$ cat src/rtl/acondicionador_botones.sv
// Button conditioner: per-button 2-flop synchronizer, debounce FSM, press/long-press pulses,
// debounced levels and a both-buttons pulse. Every output is a register.
module acondicionador_botones #(
    parameter int unsigned DEBOUNCE_CYCLES = 500000,
    parameter int unsigned HOLD_CYCLES     = 250000000,
    parameter bit          BTN_ACTIVE_LOW  = 1'b0
) (
    input  logic clk,
    input  logic reset,
    input  logic Boton_Comida,
    input  logic Boton_Medicina,
    output logic Comida_Pulso,
    output logic Medicina_Pulso,
    output logic Comida_Nivel,
    output logic Medicina_Nivel,
    output logic Comida_Largo,
    output logic Medicina_Largo,
    output logic Ambos_Pulso
);

    localparam int unsigned DW = $clog2(DEBOUNCE_CYCLES + 1);
    localparam int unsigned HW = $clog2(HOLD_CYCLES + 1);

    localparam logic [DW-1:0] DEB_ONE   = DW'(1);
    localparam logic [DW-1:0] DEB_LAST  = DW'(DEBOUNCE_CYCLES - 1);
    localparam logic [HW-1:0] HOLD_ONE  = HW'(1);
    localparam logic [HW-1:0] HOLD_LAST = HW'(HOLD_CYCLES - 1);
    localparam logic [HW-1:0] HOLD_MAX  = HW'(HOLD_CYCLES);
    localparam bit            DEB_INMEDIATO = (DEBOUNCE_CYCLES == 1);

    typedef enum logic [1:0] {
        StSuelto,
        StConfirmaPresion,
        StPresionado,
        StConfirmaSuelta
    } estado_t;

    logic [1:0] w_raw;
    logic [1:0] w_pulso;
    logic [1:0] w_nivel;
    logic [1:0] w_largo;

    // Index 0 = food, index 1 = medicine.
    assign w_raw = {Boton_Medicina, Boton_Comida};

    for (genvar g = 0; g < 2; g++) begin : g_boton
        logic          r_sync1;
        logic          r_sync2;
        logic          w_p;
        estado_t       r_estado;
        estado_t       w_estado_sig;
        logic [DW-1:0] r_cuenta;
        logic [DW-1:0] w_cuenta_sig;
        logic [HW-1:0] r_hold;
        logic [HW-1:0] w_hold_sig;
        logic          w_acepta;
        logic          w_nivel_sig;
        logic          w_largo_sig;
        logic          r_pulso;
        logic          r_nivel;
        logic          r_largo;

        // Synchronizer resets to the raw "released" level; polarity is normalised after it.
        always_ff @(posedge clk) begin
            if (reset) begin
                r_sync1 <= BTN_ACTIVE_LOW;
                r_sync2 <= BTN_ACTIVE_LOW;
            end else begin
                r_sync1 <= w_raw[g];
                r_sync2 <= r_sync1;
            end
        end

        assign w_p = r_sync2 ^ BTN_ACTIVE_LOW;

        always_comb begin
            w_estado_sig = r_estado;
            w_cuenta_sig = r_cuenta;
            w_acepta     = 1'b0;
            unique case (r_estado)
                StSuelto: begin
                    if (w_p) begin
                        if (DEB_INMEDIATO) begin
                            w_estado_sig = StPresionado;
                            w_cuenta_sig = '0;
                            w_acepta     = 1'b1;
                        end else begin
                            w_estado_sig = StConfirmaPresion;
                            w_cuenta_sig = DEB_ONE;
                        end
                    end
                end
                StConfirmaPresion: begin
                    if (!w_p) begin
                        w_estado_sig = StSuelto;
                        w_cuenta_sig = '0;
                    end else if (r_cuenta == DEB_LAST) begin
                        w_estado_sig = StPresionado;
                        w_cuenta_sig = '0;
                        w_acepta     = 1'b1;
                    end else begin
                        w_cuenta_sig = r_cuenta + DEB_ONE;
                    end
                end
                StPresionado: begin
                    if (!w_p) begin
                        if (DEB_INMEDIATO) begin
                            w_estado_sig = StSuelto;
                            w_cuenta_sig = '0;
                        end else begin
                            w_estado_sig = StConfirmaSuelta;
                            w_cuenta_sig = DEB_ONE;
                        end
                    end
                end
                StConfirmaSuelta: begin
                    if (w_p) begin
                        w_estado_sig = StPresionado;
                        w_cuenta_sig = '0;
                    end else if (r_cuenta == DEB_LAST) begin
                        w_estado_sig = StSuelto;
                        w_cuenta_sig = '0;
                    end else begin
                        w_cuenta_sig = r_cuenta + DEB_ONE;
                    end
                end
                default: begin
                    w_estado_sig = StSuelto;
                    w_cuenta_sig = '0;
                end
            endcase
        end

        // Hold time keeps running through release bounces; only a fresh acceptance restarts it.
        always_comb begin
            w_hold_sig  = r_hold;
            w_largo_sig = 1'b0;
            if (w_acepta || (w_estado_sig == StSuelto)) begin
                w_hold_sig = '0;
            end else if (r_nivel && (r_hold != HOLD_MAX)) begin
                w_hold_sig = r_hold + HOLD_ONE;
            end
            if (r_nivel && (r_hold == HOLD_LAST)) begin
                w_largo_sig = 1'b1;
            end
            w_nivel_sig = (w_estado_sig == StPresionado) || (w_estado_sig == StConfirmaSuelta);
        end

        always_ff @(posedge clk) begin
            if (reset) begin
                r_estado <= StSuelto;
                r_cuenta <= '0;
                r_hold   <= '0;
                r_pulso  <= 1'b0;
                r_nivel  <= 1'b0;
                r_largo  <= 1'b0;
            end else begin
                r_estado <= w_estado_sig;
                r_cuenta <= w_cuenta_sig;
                r_hold   <= w_hold_sig;
                r_pulso  <= w_acepta;
                r_nivel  <= w_nivel_sig;
                r_largo  <= w_largo_sig;
            end
        end

        assign w_pulso[g] = r_pulso;
        assign w_nivel[g] = r_nivel;
        assign w_largo[g] = r_largo;
    end

    logic w_ambos;
    logic r_ambos_prev;
    logic r_ambos;

    assign w_ambos = &w_nivel;

    always_ff @(posedge clk) begin
        if (reset) begin
            r_ambos_prev <= 1'b0;
            r_ambos      <= 1'b0;
        end else begin
            r_ambos_prev <= w_ambos;
            r_ambos      <= w_ambos & ~r_ambos_prev;
        end
    end

    assign Comida_Pulso   = w_pulso[0];
    assign Medicina_Pulso = w_pulso[1];
    assign Comida_Nivel   = w_nivel[0];
    assign Medicina_Nivel = w_nivel[1];
    assign Comida_Largo   = w_largo[0];
    assign Medicina_Largo = w_largo[1];
    assign Ambos_Pulso    = r_ambos;

endmodule

$ cat config.mk
export PLATFORM = sky130hd
export DESIGN_NAME = acondicionador_botones
export DESIGN_NICKNAME = d
export VERILOG_FILES = /design/src/rtl/acondicionador_botones.sv
export SDC_FILE = /design/constraint.sdc
export NUM_CORES = 1
export LEC_CHECK = 0
export ABC_CLOCK_PERIOD_IN_PS = 2400
export CORE_MARGIN = 4
export CORE_UTILIZATION = 40
export CTS_CLUSTER_SIZE = 30
export DETAILED_ROUTE_END_ITERATION = 8
export PLACE_DENSITY_LB_ADDON = 0.25
export RECOVER_POWER = 50
export SYNTH_ARGS = -nofsm -noshare
export SYNTH_HDL_FRONTEND = slang
export SYNTH_SLANG_ARGS = --single-unit
$ cat constraint.sdc
create_clock -name clk -period 2.4 [get_ports clk]
set_input_delay 0.48 -clock clk [delete_from_list [all_inputs] [get_ports clk]]
set_output_delay 0.48 -clock clk [all_outputs]
set_load 0.005 [all_outputs]
Yosys cells after proc, flatten, opt, wreduce, memory -nomap -nowiden
Cells that the tools add are included.
{"block": "totals", "word_cells": 95, "reg_bits": 110, "out_inout_bits": 7}
{"block": "classes", "n_addsub": 4, "n_reduce_logical": 17, "bitwise": 2, "n_eq_ne": 20, "n_mux": 34}
{"operator": "$mux W19", "count": 10}
{"operator": "$pmux W19 S4", "count": 2}
{"operator": "$add A28 B1 Y28 const B", "count": 2}
{"operator": "$eq A28 B28 Y1 const B", "count": 2}
{"operator": "$ne A28 B28 Y1 const B", "count": 2}
{"operator": "$add A19 B1 Y19 const B", "count": 2}
{"operator": "$eq A19 B19 Y1 const B", "count": 2}
{"operator": "$mux W2", "count": 12}
{"operator": "$eq A2 B2 Y1 const B", "count": 8}
{"operator": "$pmux W2 S4", "count": 2}
{"operator": "$logic_not A2 Y1", "count": 4}
{"operator": "$mux W1", "count": 8}
{"operator": "$ne A2 B2 Y1 const B", "count": 4}
{"operator": "$reduce_and A2 Y1", "count": 3}
{"operator": "$eq A2 B1 Y1 const B", "count": 2}
{"operator": "$logic_and A1 B1 Y1", "count": 4}
{"operator": "$logic_or A1 B1 Y1", "count": 4}
{"operator": "$reduce_or A2 Y1", "count": 2}
{"operator": "$and A1 B1 Y1", "count": 1}
{"operator": "$not A1 Y1", "count": 1}

Longest topological paths before layout
{"block": "depth", "word_depth": 7, "mapped_depth": 7, "ltp_nobuf": 7}

Least setup slack after synthesis
Ideal clock, no wire load.
{"block": "synth_timing", "kind": "reg-to-reg", "startpoint": "register g_boton[1].r_cuenta[7]", "endpoint": "register g_boton[1].r_hold[15]", "synth_period_minus_slack_ns": 2.049, "n_path_buf": 1, "t_arrival_ns": 1.934, "path_slack_ns": 0.351, "stages_incl_launch_ff": 7, "setup_time_ns": 0.115, "cell_sequence": "dfxtp_1 or4b_2 nor4_4 a31oi_1 o21ai_4 buf_6 nor2_1"}
{"block": "synth_between", "elab_chain_len": 7, "elab_cells_between_ends": 12, "classes_between": "1 x eq/ne; 8 x mux; 3 x reduce/logical"}
{"element": "from (decl)", "line": "52", "text": "logic [DW-1:0] r_cuenta;"}
{"element": "from (signal assigned)", "line": "159", "text": "r_cuenta <= w_cuenta_sig;"}
{"element": "$eq A19 B19 Y1 *", "line": "97, 120"}
{"element": "$mux W2, on equally long branches", "line": "120, 97"}
{"element": "$mux W2, on equally long branches", "line": "117, 94"}
{"element": "$pmux W2 S4", "line": "80", "text": "unique case (r_estado)"}
{"element": "$logic_not A2 Y1", "line": "138", "text": "if (w_acepta || (w_estado_sig == StSuelto)) begin"}
{"element": "$logic_or A1 B1 Y1 *", "line": "138"}
{"element": "$reduce_or A2 Y1 (no source line) *"}
{"element": "to (signal assigned)", "line": "160", "text": "r_hold <= w_hold_sig;"}
{"element": "to (decl)", "line": "54", "text": "logic [HW-1:0] r_hold;"}
Every way passes the cells marked *; elsewhere a longest branch is shown, timed or not.
A chain may end at the register's enable or synchronous reset.

Worst setup path after layout
{"block": "layout_timing", "startpoint": "register g_boton[1].r_cuenta[7]", "endpoint": "register g_boton[1].r_hold[21]"}
Same word-level chain as after synthesis.

==> impl_metrics.csv <==
group,metric,value,unit
run_status,status,"completed",
timing,fin_crit_sh,91.9,%
synth,syn_area_per_cell,8.39,sq um
power_and_ir_drop,peakVddDrop,341,uV
drt,drt_wl_total,11000,microns
synth,synth-compound-area-share,11.7,%
synth,synth_top_area_share,41.7,%
synth,synth_fp_nets,633,
global_routing,gr-total-overflow,0,
drt,viasPerCell,5.39,
final_layout,fin_nets,659,
placed_design,place_hpwl,7760,microns
power_and_ir_drop,p_leak,1.94,nW
synth,synthSimpleGateAreaFrac,32.0,%
timing,setup_viol,0,
floorplan,die-area,15000,sq um
drt,vias,4452,
final_layout,layout-drive-gt1-share,8.26,%
worst_hold_path,hp-start,"r_ambos_prev$_SDFF_PP0_",
placed_design,dp.cells,810,
synth,syn_inst,623,
power_and_ir_drop,power_density,587,nW/um^2
worst_setup_path,cp_max_fo,28,
timing,max_freq,0.453,GHz
floorplan,ios,11,
timing,relSlewSlack,60.5,%
synth,synth_top_family_by_area,"simple AND/OR/NAND/NOR gates",
global_routing,grt_pass1_wl,19600,microns
synth,synthXorXnorAreaFrac,9.02,%
synth,synth_fa_ha_area_share,1.44,%
timing,holdWs,435,ps
final_layout,utilization,46.9,%
drt,dr_wl_met3,363,microns
clock_tree,clock_latency,360,ps
synth,synth_cell_types,59,
synth,muxShareOfSynthArea,0.574,%
drt,wl_met2,5180,microns
synth,synth_edf_count,0,
synth,ys.warnings.count,0,
clock_tree,cts_buffers,9,
final_layout,diodes,0,
placed_design,gp_congestion,0.804,
worst_setup_path,required,2650,ps
timing,slew_viol_final,0,
global_routing,antenna_found_initial,0,
timing,period_needed,2210,ps
synth,synth_area_leader_cell,"dfxtp_1",
floorplan,initial_utilization,41.1,%
drt,drt_iter0_drc,262,
synth,synth-main-ff-cell,"dfxtp_1",
clock_tree,path_clk_slew,70,ps
drt,routed.top_layer,"met4",
synth,synth_area,5230,sq um
drt,wl_per_cell,13.3,microns
clock_tree,cts_sinks,109,
global_routing,grt_max_degree,29,
clock_tree,cts_tree,"built",
timing,tns,0,ps
clock_tree,h-tree-depth,3,
clock_tree,cts_resized,0,
drt,wirelength_met1,5340,microns
timing,hold_viol,0,
timing,skew,7.74,ps
final_layout,syn2layout_area_growth,14.1,%
floorplan,die-height,122,microns
worst_setup_path,path_class,"reg2reg",
worst_hold_path,min_path_type,"reg2reg",
synth,ys_seq_area_share,41.7,%
worst_setup_path,r2r-start,"g_boton[1].r_cuenta[7]$_SDFFE_PP0P_",
flow_run,drv_cap,0,
timing,rsz0062_at_grt,"false",
drt,drc,0,
worst_setup_path,cp_data_arrival_time,2450,ps
clock_tree,max-clock-path-buffers,2,
clock_tree,postCtsHoldBufs,0,
floorplan,core_area,12700,sq um
synth,ys_top_cells_by_area,"dfxtp_1 (42%), nor2_1 (6.2%), xnor2_1 (4.9%)",
global_routing,track_usage,15.8,%
final_layout,stdcell_count,826,
worst_setup_path,start_kind,"register",
placed_design,port_buffers,10,
worst_setup_path,critPathLaunch,"g_boton[1].r_cuenta[7]$_SDFFE_PP0P_",
clock_tree,clockRootBuffer,"clkbuf_16",
floorplan,fp.dieW,122,microns
clock_tree,cts_setup_buffers,0,
worst_setup_path,end_kind,"register",
drt,drtPass1Iterations,4,
synth,ys_ff_latch,109,
global_routing,grt_pass1_vias,4321,
synth,async_flop_share,0,%
floorplan,rows,41,
timing,worst_pin_slew,585,ps
drt,ant_nets,0,
-- worst paths after layout --
check | cells past startpoint | slack [ps] | to
hold / removal | 1 | 440 | Ambos_Pulso$_SDFF_PP0_
setup / recovery | 7 | 190 | g_boton[1].r_hold[21]$_SDFFE_PP0P_
setup reg to reg | 7 | 190 | g_boton[1].r_hold[21]$_SDFFE_PP0P_
hold reg to reg | 1 | 440 | Ambos_Pulso$_SDFF_PP0_
-- critical path, stage by stage, from the launching register on --
cell and delay, ps:
dfxtp_1 350, or4b_2 740, nor4_4 210, clkbuf_1 200
a31oi_1 150, o21ai_4 190, buf_12 190, nor2_1 60
-- cell usage after synthesis (11+ instances only) --
cell and instances:
inv_1 18, xnor2_1 29, a21oi_1 30, nand3_1 48, dfxtp_1 109, o21ai_0 18, and3_1 15, nand2_1 49
xor2_1 23, clkbuf_1 13, a31oi_1 13, nor4_1 11, nor3_1 23, nand4_1 29, nor2_1 86
-- cell families after synthesis --
family	after synthesis
AND/OR/NAND/NOR	318
flip-flops	109
AO/OA/AOI/OAI	93
XOR/XNOR	53
buffers and inverters	41
adder cells (fa/ha/maj)	6
multiplexers	3
-- power breakdown --
| group | switching, W | internal [W] | total (W) |
|---|---|---|---|
| Sequential | 0.00000718 | 0.00181 | 0.00182 |
| Clock | 0.000695 | 0.000920 | 0.00161 |
| Combinational | 0.0000433 | 0.0000240 | 0.0000673 |
| Total | 0.000745 | 0.00276 | 0.00350 |
-- cell usage in the layout, fill, tap and decap left out, drive strengths merged, types with 4 or more instances in the layout --
| cell | count |
|---|---|
| or3 | 10 |
| nor4 | 15 |
| or4 | 4 |
| o211ai | 4 |
| and2 | 4 |
| clkbuf | 15 |
| a21oi | 30 |
| and3 | 15 |
| clkinv | 4 |
| buf | 21 |
| dfxtp | 109 |
| nor4b | 6 |
| xor2 | 24 |
| nand3 | 48 |
| a31oi | 13 |
| a21o | 7 |
| o21ai | 19 |
| nand2 | 49 |
| xnor2 | 29 |
| nor2b | 5 |
| nor2 | 86 |
| dlygate4sd3 | 8 |
| inv | 19 |
| nor3 | 23 |
| and4 | 6 |
| nand4 | 29 |
| ha | 6 |
| nand2b | 4 |
-- sequential cells by signal (all words and copies together) (netlist names) --
name,flops
Ambos_Pulso,1
Comida_Largo,1
Comida_Nivel,1
Comida_Pulso,1
Medicina_Largo,1
Medicina_Pulso,1
g_boton.r_cuenta,38
g_boton.r_estado,4
g_boton.r_hold,56
g_boton.r_sync1,2
g_boton.r_sync2,2
r_ambos_prev,1
-- final cells by class --
class                   count  area, sq um
inverters                  19         71.3
multi-input cells         473         2850
clock buffers               9          225
clock inverters             7         98.8
repair buffers             37          322
flip-flops and latches    109         2180
fillers                  1295         6750
well taps                 172          215
-- routing by layer --
layer,track usage (%),vias up
met5,0,-
li1,-,2291
met2,25.9,56
met4,4.20,0
met1,20.4,2095
met3,4.70,10
-- metrics by stage --
stage	cell area [sq um]	power, W	setup WS [ps]
6_report	5970	0.00350	194
5_1_grt	5970	0.00364	49.1
4_1_cts	6000	0.00356	171
3_5_place_dp	5680	0.00193	199
3_3_place_gp	5680	0.00193	162
2_1_floorplan	5230	0.00191	351
No activity file was read; power rests on OpenSTA's default activity.
